`config.mk`:
```
export PLATFORM = sky130hd
export DESIGN_NAME = spi_xfer_arbiter
export DESIGN_NICKNAME = d
export VERILOG_FILES = /design/src/rtl/spi_xfer_arbiter.sv
export SDC_FILE = /design/constraint.sdc
export NUM_CORES = 1
export LEC_CHECK = 0
export ABC_AREA = 1
export BUFFER_PORTS_ARGS = -buffer_cell sky130_fd_sc_hd__buf_2
export CAP_MARGIN = 10
export CELL_PAD_IN_SITES_DETAIL_PLACEMENT = 1
export CELL_PAD_IN_SITES_GLOBAL_PLACEMENT = 1
export CORE_MARGIN = 1.5
export CORE_UTILIZATION = 37
export CTS_CLUSTER_DIAMETER = 60
export DETAILED_ROUTE_END_ITERATION = 16
export PLACE_DENSITY = 0.85
export SYNTH_ARGS = -nofsm -noshare
export SYNTH_HDL_FRONTEND = slang
export SYNTH_SLANG_ARGS = --single-unit
```
`constraint.sdc`:
```
create_clock -name clk_in -period 2.8 [get_ports clk_in]
set_clock_uncertainty 0.1 [all_clocks]
set_input_delay 0.14 -clock clk_in [delete_from_list [all_inputs] [get_ports clk_in]]
set_output_delay 0.14 -clock clk_in [all_outputs]
set_load 0.02 [all_outputs]
```
`src/rtl/spi_xfer_arbiter.sv`:
```
// spi_xfer_arbiter: round-robin scheduler sharing one spi_core among byte requesters
module spi_xfer_arbiter #(
    parameter int NUM_REQ = 4,
    parameter int TIMEOUT = 1023
) (
    input  logic                 clk_in,
    input  logic                 rstn_in,
    input  logic [NUM_REQ-1:0]   req_in,
    input  logic [8*NUM_REQ-1:0] req_data_in,
    output logic [NUM_REQ-1:0]   grant_out,
    output logic [NUM_REQ-1:0]   ack_out,
    output logic [7:0]           rx_data_out,
    output logic                 timeout_out,
    output logic [NUM_REQ-1:0]   ss_out,
    input  logic                 core_enable_in,
    output logic [7:0]           spi_dr_out,
    output logic                 new_tx_out,
    input  logic                 finished_in,
    input  logic [7:0]           shift_in
);
    localparam int PW = $clog2(NUM_REQ);
    typedef enum logic [2:0] {IDLE, GRANT, START, BUSY, DONE} state_t;
    state_t state;
    logic [PW-1:0] rr_ptr, win_q, win_idx, off;
    logic [PW:0] sum;
    logic [NUM_REQ-1:0] rot;
    logic [9:0] cnt;
    logic fin_d;

    // rotate requests so rr_ptr lands on bit 0, pick the lowest set bit, rotate back
    always_comb begin
        rot = NUM_REQ'({req_in, req_in} >> rr_ptr);
        off = '0;
        for (int k = NUM_REQ - 1; k >= 0; k--)
            if (rot[k]) off = PW'(k);
        sum = {1'b0, rr_ptr} + {1'b0, off};
        win_idx = (sum >= (PW+1)'(NUM_REQ)) ? PW'(sum - (PW+1)'(NUM_REQ)) : sum[PW-1:0];
    end

    // transfer sequencer; every output is a register, pulses default low each cycle
    always_ff @(posedge clk_in or negedge rstn_in) begin
        if (!rstn_in) begin
            state       <= IDLE;
            rr_ptr      <= '0;
            win_q       <= '0;
            cnt         <= '0;
            fin_d       <= 1'b0;
            grant_out   <= '0;
            ack_out     <= '0;
            rx_data_out <= 8'h00;
            timeout_out <= 1'b0;
            ss_out      <= '1;
            spi_dr_out  <= 8'h00;
            new_tx_out  <= 1'b0;
        end else begin
            ack_out     <= '0;
            timeout_out <= 1'b0;
            new_tx_out  <= 1'b0;
            case (state)
                IDLE: if (core_enable_in && |req_in) begin
                    state      <= GRANT;
                    win_q      <= win_idx;
                    grant_out  <= NUM_REQ'(1) << win_idx;
                    ss_out     <= ~(NUM_REQ'(1) << win_idx);
                    spi_dr_out <= req_data_in[{win_idx, 3'b000} +: 8];
                end
                GRANT: begin
                    state      <= START;
                    new_tx_out <= 1'b1;
                end
                START: begin
                    state <= BUSY;
                    cnt   <= '0;
                    fin_d <= finished_in;
                end
                BUSY: begin
                    cnt   <= cnt + 10'd1;
                    fin_d <= finished_in;
                    if (finished_in && !fin_d) begin
                        state       <= DONE;
                        rx_data_out <= shift_in;
                        ack_out     <= grant_out;
                    end else if (cnt == 10'(TIMEOUT)) begin
                        state       <= DONE;
                        rx_data_out <= 8'h00;
                        ack_out     <= grant_out;
                        timeout_out <= 1'b1;
                    end
                end
                DONE: begin
                    state     <= IDLE;
                    grant_out <= '0;
                    ss_out    <= '1;
                    rr_ptr    <= (win_q == PW'(NUM_REQ - 1)) ? '0 : win_q + 1'b1;
                end
                default: state <= IDLE;
            endcase
            if (!core_enable_in && (state == GRANT || state == START || state == BUSY)) begin
                state       <= IDLE;
                grant_out   <= '0;
                ss_out      <= '1;
                new_tx_out  <= 1'b0;
                ack_out     <= '0;
                timeout_out <= 1'b0;
            end
        end
    end
endmodule

```
==> results.md, run 1 <==
* Final Hold Viols at 0
* EDFF count, synth at 0
* Tightest Pin Transition at 1.09 ns
* Design Power at approximately 3.4 mW
* Worst path max stage delay at approximately 0.46 ns
* Synthesized Nets at 350
* Clk_lat worst skew at around 0.32 ns
* Clock-pin slew on the worst setup and hold paths at 0.10 ns
* Core region area at 6490 um^2
* F_max at a little over 0.4 GHz
* TritonCTS Sinks at 48
* Net Sw Power at 1.62 mW
* Via Count at roughly 2300
* Synth Flop Type: dfrtp_1
* Total CTS buffers at 5
* Clk network pwr share at 13.1%
* Area of the die at 7360 um^2
* ANT nets after route at 0
* Die height at 85.8 um
* Top cell type by total area after synthesis: dfrtp_1
* Total global routing overflow at 0
* Pwr Density at 1080 nW/um^2
* Final WL at about 6.7 mm
* Fillers at ~820
* Flops & latches, synth at 48
* Status: complete, no violations
* Layout area overhead at 25.3%
* Sw frac at 47.2%
* FFs w/ async S/R, synth at 100%
* # Max-Cap Violations at 0
* Pleak at 1.73 nW
* Largest net degree at the start of global routing at 49
* DRC at 0
* Ratio of cells with drive above 1 in the final layout at between 30% and 40%
* Ant diodes at 0
* Total GRT Usage at 19.8%
* Sequential area share after synthesis at roughly 48%
* DP HPWL at approximately 5 mm
* Dominant cells by area after synthesis: dfrtp_1, nand2_1, nand3_1
* DR vias/cell at just over 5
* Post-synthesis cell count at about 300
* CP Cell Sequence: inv_1, nand3_1, nand2_1, nand3_1, a21boi_0, ha_1, xor2_1, inv_1, nand3_2, nand2_2, nand2_1, o21ai_0
* Antenna violations before repair at 0
* CTS root buf: clkbuf_8
* Drt first pass iters at 4
* Placed Area at around 3000 um^2
* Tcrit/Tclk final at slightly below 90%
* Vias in the first global route at between 2000 and 2500
* Post-synth top area share at 43.4%
* Yosys warning total at 0
* Routed wire per std cell at ~15 um
* H-tree depth at 2
* Critical Path End Type: flip-flop
* Initial core utilization at approximately 39%
* Layout Nets at roughly 440
* Max Root-Sink Buffers at 2
* WP data required at 2.90 ns
* Cell area after layout at 3180 um^2
* Most frequent cell after synthesis: nand2_1
* WP data arrival at between 2 and 3 ns
* DR iter-0 viols at 142
* Die Wd at between 80 and 90 um
* Crit Path Max Fanout at 12
* Slew headroom at 27.5%
* Flop pwr share at 32.1%
* Max IR drop VDD at around 0.54 mV
* Crit start category: flip-flop
* Hold Path Class: in -> reg
* Placer Congestion at around 0.75
* Cell variety after synth at 37
* First-pass GRT wire length at ~12 mm
* CTS tree: built
* Setup TNS at 0 ns
* Top Ports at a little under 80
* Core Rows at 29
* Critical path class: reg -> reg
* Fin. max-slew vios at 0
* Post-synth top cells: nand2_1, dfrtp_1, nand3_1
* Setup violators final at 0
* Min Tclk post-route at about 2.5 ns
* I/O Buffers at 77
* Cell-internal power at 1.82 mW
* RSZ-0062 raised after global routing: false
* Slowest CP cell: dfrtp_1
* Logic pwr share at about 55%
* Mean post-synth cell area at roughly 8.5 um^2
* Mapped Area at about 2500 um^2
flip-flops by register name, indices dropped and copies added, names as in the netlist:
signal / count
rx_data_out: 8
new_tx_out: 1
rr_ptr: 2
spi_dr_out: 8
ack_out: 4
timeout_out: 1
state: 3
fin_d: 1
win_q: 2
cnt: 10
ss_out: 4
grant_out: 4
routing by layer:
layer,up-vias,share of wire [%],track usage [%]
li1,1149,-,-
met1,1136,46,26.1
met2,51,49,33.9
met3,7,3.6,3.37
met4,0,1.0,4.84
met5,-,0,0
metrics by stage:
| stage | hold slack (ns) | std cells | util (%) | worst slack [ns] |
|---|---|---|---|---|
| after CTS | 0.00474 | 465 | 48.9 | 0.285 |
| after detailed placement | 0.284 | 448 | 46.0 | 0.319 |
| after floorplan | -0.256 | 298 | - | 0.575 |
| after global routing | 0.00645 | 465 | 48.9 | 0.0571 |
| after global placement | 0.268 | 448 | 46.0 | 0.438 |
| final | 0.0128 | 465 | 48.9 | 0.339 |
cells by family (layout without fill, tap and decap cells):
family	after synthesis	in the layout	synth area share [%]
simple gates	165	165	30.8
flops	48	48	47.6
buf+inv	38	128	6.56
compound gates	24	24	5.72
mux	16	16	6.31
fa+ha+maj	4	4	1.97
xor+xnor	3	3	1.04
repair_timing:
action	CTS	global route
buffers inserted	0	0
endpoints found under the setup margin	0	2
hold buffers	9	0
resized for setup	0	1
hold endpoints to repair	52	0
area by class of cell:
class / instances / area [um^2] / area share [%]
inverter: 31 / 116 / 3.66
clock inverter: 2 / 13.8 / 0.433
sequential: 48 / 1210 / 38.0
clock buffer: 6 / 82.6 / 2.60
multi-input combinational: 212 / 1160 / 36.6
tap: 77 / 96.3 / 3.03
timing repair buffer: 89 / 498 / 15.7
layout by cell type, fill, tap and decap left out, types with 2 or more instances in the layout:
cell and n:
dfstp_2 4, o31ai_1 2, nor3_2 3, a21oi_1 3
nor2_2 4, nand3_1 41, buf_4 3, o21ai_1 2
dlygate4sd3_1 9, inv_1 26, xor2_1 3, mux2i_1 16
nand3_2 3, nand2_2 5, nor2_4 3, nand2_1 81
inv_2 5, nand4_1 2, clkbuf_8 6, o21ai_0 10
nor2_1 16, dfrtp_1 43, ha_1 4, buf_2 77
power by group through the flow:
| stage | combinational, mW | sequential, mW | clock [mW] |
|---|---|---|---|
| after global routing | 2.10 | 1.14 | 0.494 |
| after floorplan | 1.22 | 1.29 | 0 |
| final | 1.89 | 1.10 | 0.452 |
| after global placement | 1.81 | 1.11 | 0 |
| after detailed placement | 1.89 | 1.11 | 0 |
| after CTS | 1.91 | 1.10 | 0.470 |
path summary, 6_finish.rpt:
path	endpoint	slack [ns]	cells after the start	start
max	grant_out[2]$_DFFE_PN0P_	0.34	12	rr_ptr[1]$_DFFE_PN0P_
min	fin_d$_DFFE_PN0N_	0.01	3	finished_in
max reg2reg	grant_out[2]$_DFFE_PN0P_	0.34	12	rr_ptr[1]$_DFFE_PN0P_
min reg2reg	rx_data_out[3]$_DFFE_PN0P_	0.37	2	rx_data_out[3]$_DFFE_PN0P_
max in group asynchronous	rr_ptr[0]$_DFFE_PN0P_	1.38	2	rstn_in
min in group asynchronous	cnt[9]$_DFFE_PN0N_	0.47	2	rstn_in
critical path: cells and delay by family, from the launching register on:
family | cells | cell delay [ns]
AOI/OAI and AO/OA | 2 | 0.33
buffers and inverters | 2 | 0.25
and+or+nand+nor | 6 | 0.77
DFF | 1 | 0.46
xor gates and xnor gates | 1 | 0.24
adders and majority gates | 1 | 0.21
(Power assumes the default switching activity.)
==> run 2, diff against run 1 <==
Settings changed: HOLD_SLACK_MARGIN set to 0.06.
==> results.md, run 2 (synthesis results as in run 1) <==
* Regs by FF count: cnt: 10 flops, rx_data_out: 8 flops, spi_dr_out: 8 flops
* Logic pwr share at 55.6% (+0.8 points)
* Via Count at 2371 (+1.2%)
* Core Rows at 29 (unchanged)
* DR iter-0 viols at 133 (-6.3%)
* Hold Startpoint: req_data_in[27]
* Crit start category: flip-flop
* Max IR drop VDD at 0.506 mV (-5.9%)
* Pwr Density at 1080 nW/um^2 (-0.12%)
* Hold Path Class: in -> reg
* Ratio of cells with drive above 1 in the final layout at 30.7% (+0.041 points)
* Sw frac at 46.8% (-0.35 points)
* Min Tclk post-route at 2.59 ns (+0.125 ns)
* Reg with most FFs: cnt
* Layout Nets at 445 (+1.4%)
* Total GRT Usage at 20.1% (+0.33 points)
* DR vias/cell at 5.03 (about the same)
* Flop pwr share at 31.4% (-0.7 points)
* Total global routing overflow at 0 (unchanged)
* Tcrit/Tclk final at 92.3% (+4.5 points)
* Final WL at 6.88 mm (+2.0%)
* Hold Path End: spi_dr_out[3]$_DFFE_PN0P_
* Core region area at 6490 um^2 (unchanged)
* Clock-pin slew on the worst setup and hold paths at 0.10 ns (about the same)
* Worst reg2reg path endpoint: spi_dr_out[7]$_DFFE_PN0P_
* WP data arrival at 2.71 ns (+0.15 ns)
* Slew headroom at 27.4% (-0.091 points)
* Most common library cell in the layout ignoring fill and taps: nand2_1
* Total CTS buffers at 5 (unchanged)
* Cell-internal power at 1.87 mW (+2.8%)
* Net Sw Power at 1.65 mW (+1.4%)
* Antenna violations before repair at 0 (unchanged)
* CTS tree: built
* TritonCTS Sinks at 48 (unchanged)
* Die height at 85.8 um (unchanged)
* H-tree depth at 2 (unchanged)
* Worst reg-to-reg path cell count at 12 (unchanged)
* Placer Congestion at 0.752 (unchanged)
* Max Root-Sink Buffers at 2 (unchanged)
* Worst reg-to-reg setup slack at 0.21 ns (-0.12 ns)
* Clk network pwr share at 12.9% (-0.2 points)
* ANT nets after route at 0 (unchanged)
* Setup violators final at 0 (unchanged)
* Largest net degree at the start of global routing at 49 (unchanged)
* Most frequent cells in the layout: nand2_1, buf_2, dfrtp_1, nand3_1, inv_1
* Final Hold Viols at 0 (unchanged)
* First-pass GRT wire length at 11.8 mm (+1.6%)
* Crit Path Max Fanout at 17 (+5)
* R2r startpoint: rr_ptr[0]$_DFFE_PN0P_
* # Max-Cap Violations at 0 (unchanged)
* DP HPWL at 5.01 mm (unchanged)
* Setup TNS at 0 ns (unchanged)
* Vias in the first global route at 2486 (+1.9%)
* Area of the die at 7360 um^2 (unchanged)
* Ant diodes at 0 (unchanged)
* Critical Path End Type: flip-flop
* Design Power at 3.52 mW (+2.1%)
* Pleak at 1.76 nW (+1.6%)
* WP data required at 2.92 ns (+0.02 ns)
* DRC at 0 (unchanged)
* Initial core utilization at 39.0% (unchanged)
* F_max at 0.387 GHz (-4.8%)
* CTS root buf: clkbuf_8
* Max reg flops at 10 (unchanged)
* Clk_lat worst skew at 0.32 ns (about the same)
* Drt first pass iters at 4 (unchanged)
* I/O Buffers at 77 (unchanged)
* Routed wire per std cell at 14.6 um (+0.66%)
* RSZ-0062 raised after global routing: false
* Layout area overhead at 28.1%
* Hold depth at 5 (+2)
* Top Ports at 78 (unchanged)
* Status: complete, no violations
* Die Wd at 85.8 um (unchanged)
* Fin. max-slew vios at 0 (unchanged)
* Critical path class: reg -> reg
* Tightest Pin Transition at 1.09 ns (+0.00137 ns)
-- run 2: what timing repair did --
item,CTS,global route
endpoints found under the hold margin,57,0
hold buffers,15,0
endpoints found under the setup margin,0,3
buffers inserted,0,0
resized for setup,0,6
-- run 2: worst max-delay path, cell delays in order (launching register included) --
cell           delay, ns
dfrtp_2             0.47
inv_2               0.10
nand2_1             0.07
nand3_1             0.07
nand2_1             0.08
a21boi_2            0.16
ha_1                0.31
buf_8               0.20
mux2i_1             0.22
dlygate4sd3_1       0.56
nand2_1             0.05
nand3_1             0.07
nand2_1             0.05
-- run 2: power by group through the flow --
stage               Combinational [mW]  Clock [mW]  Sequential, mW
floorplan                         1.22           0            1.29
global placement                  1.81           0            1.11
detailed placement                1.89           0            1.11
CTS                               1.93       0.470            1.10
global route                      2.17       0.494            1.14
finish                            1.96       0.455            1.11
-- run 2: stage by stage --
stage	cells	hold slack [ns]	util, %	worst slack (ns)	area [um^2]
6_report	471	0.0567	50.0	0.215	3250
5_1_grt	471	0.0888	50.0	0.0150	3250
4_1_cts	471	0.0620	49.8	0.0579	3240
3_5_place_dp	448	0.284	46.0	0.319	2990
3_3_place_gp	448	0.268	46.0	0.438	2990
2_1_floorplan	298	-0.256	-	0.575	2540
-- run 2: metal layers --
metal / GRT usage (%) / vias up / share of wire [%]
met5: 0 / - / 0
met4: 5.13 / 0 / 1.0
met3: 3.46 / 7 / 3.0
met2: 34.6 / 47 / 49
met1: 26.3 / 1156 / 46
li1: - / 1161 / -
-- run 2: final cells by class --
| class | count | area, um^2 |
|---|---|---|
| inverters | 31 | 116 |
| flip-flops and latches | 48 | 1210 |
| multi-input cells | 212 | 1170 |
| well taps | 77 | 96.3 |
| clock inverters | 2 | 13.8 |
| repair buffers | 95 | 566 |
| clock buffers | 6 | 82.6 |
| fillers | 813 | 3250 |
-- run 2: how the worst max path moves through the flow --
stage	from	to	slack, ns	cells after the start
after global routing	rr_ptr[0]$_DFFE_PN0P_	spi_dr_out[7]$_DFFE_PN0P_	0.01	13
after global placement	rr_ptr[0]$_DFFE_PN0P_	grant_out[2]$_DFFE_PN0P_	0.44	13
after detailed placement	rr_ptr[0]$_DFFE_PN0P_	grant_out[2]$_DFFE_PN0P_	0.32	13
after floorplan	rr_ptr[0]$_DFFE_PN0P_	spi_dr_out[6]$_DFFE_PN0P_	0.57	13
after CTS	rr_ptr[0]$_DFFE_PN0P_	spi_dr_out[7]$_DFFE_PN0P_	0.06	13
final	rr_ptr[0]$_DFFE_PN0P_	spi_dr_out[7]$_DFFE_PN0P_	0.21	12
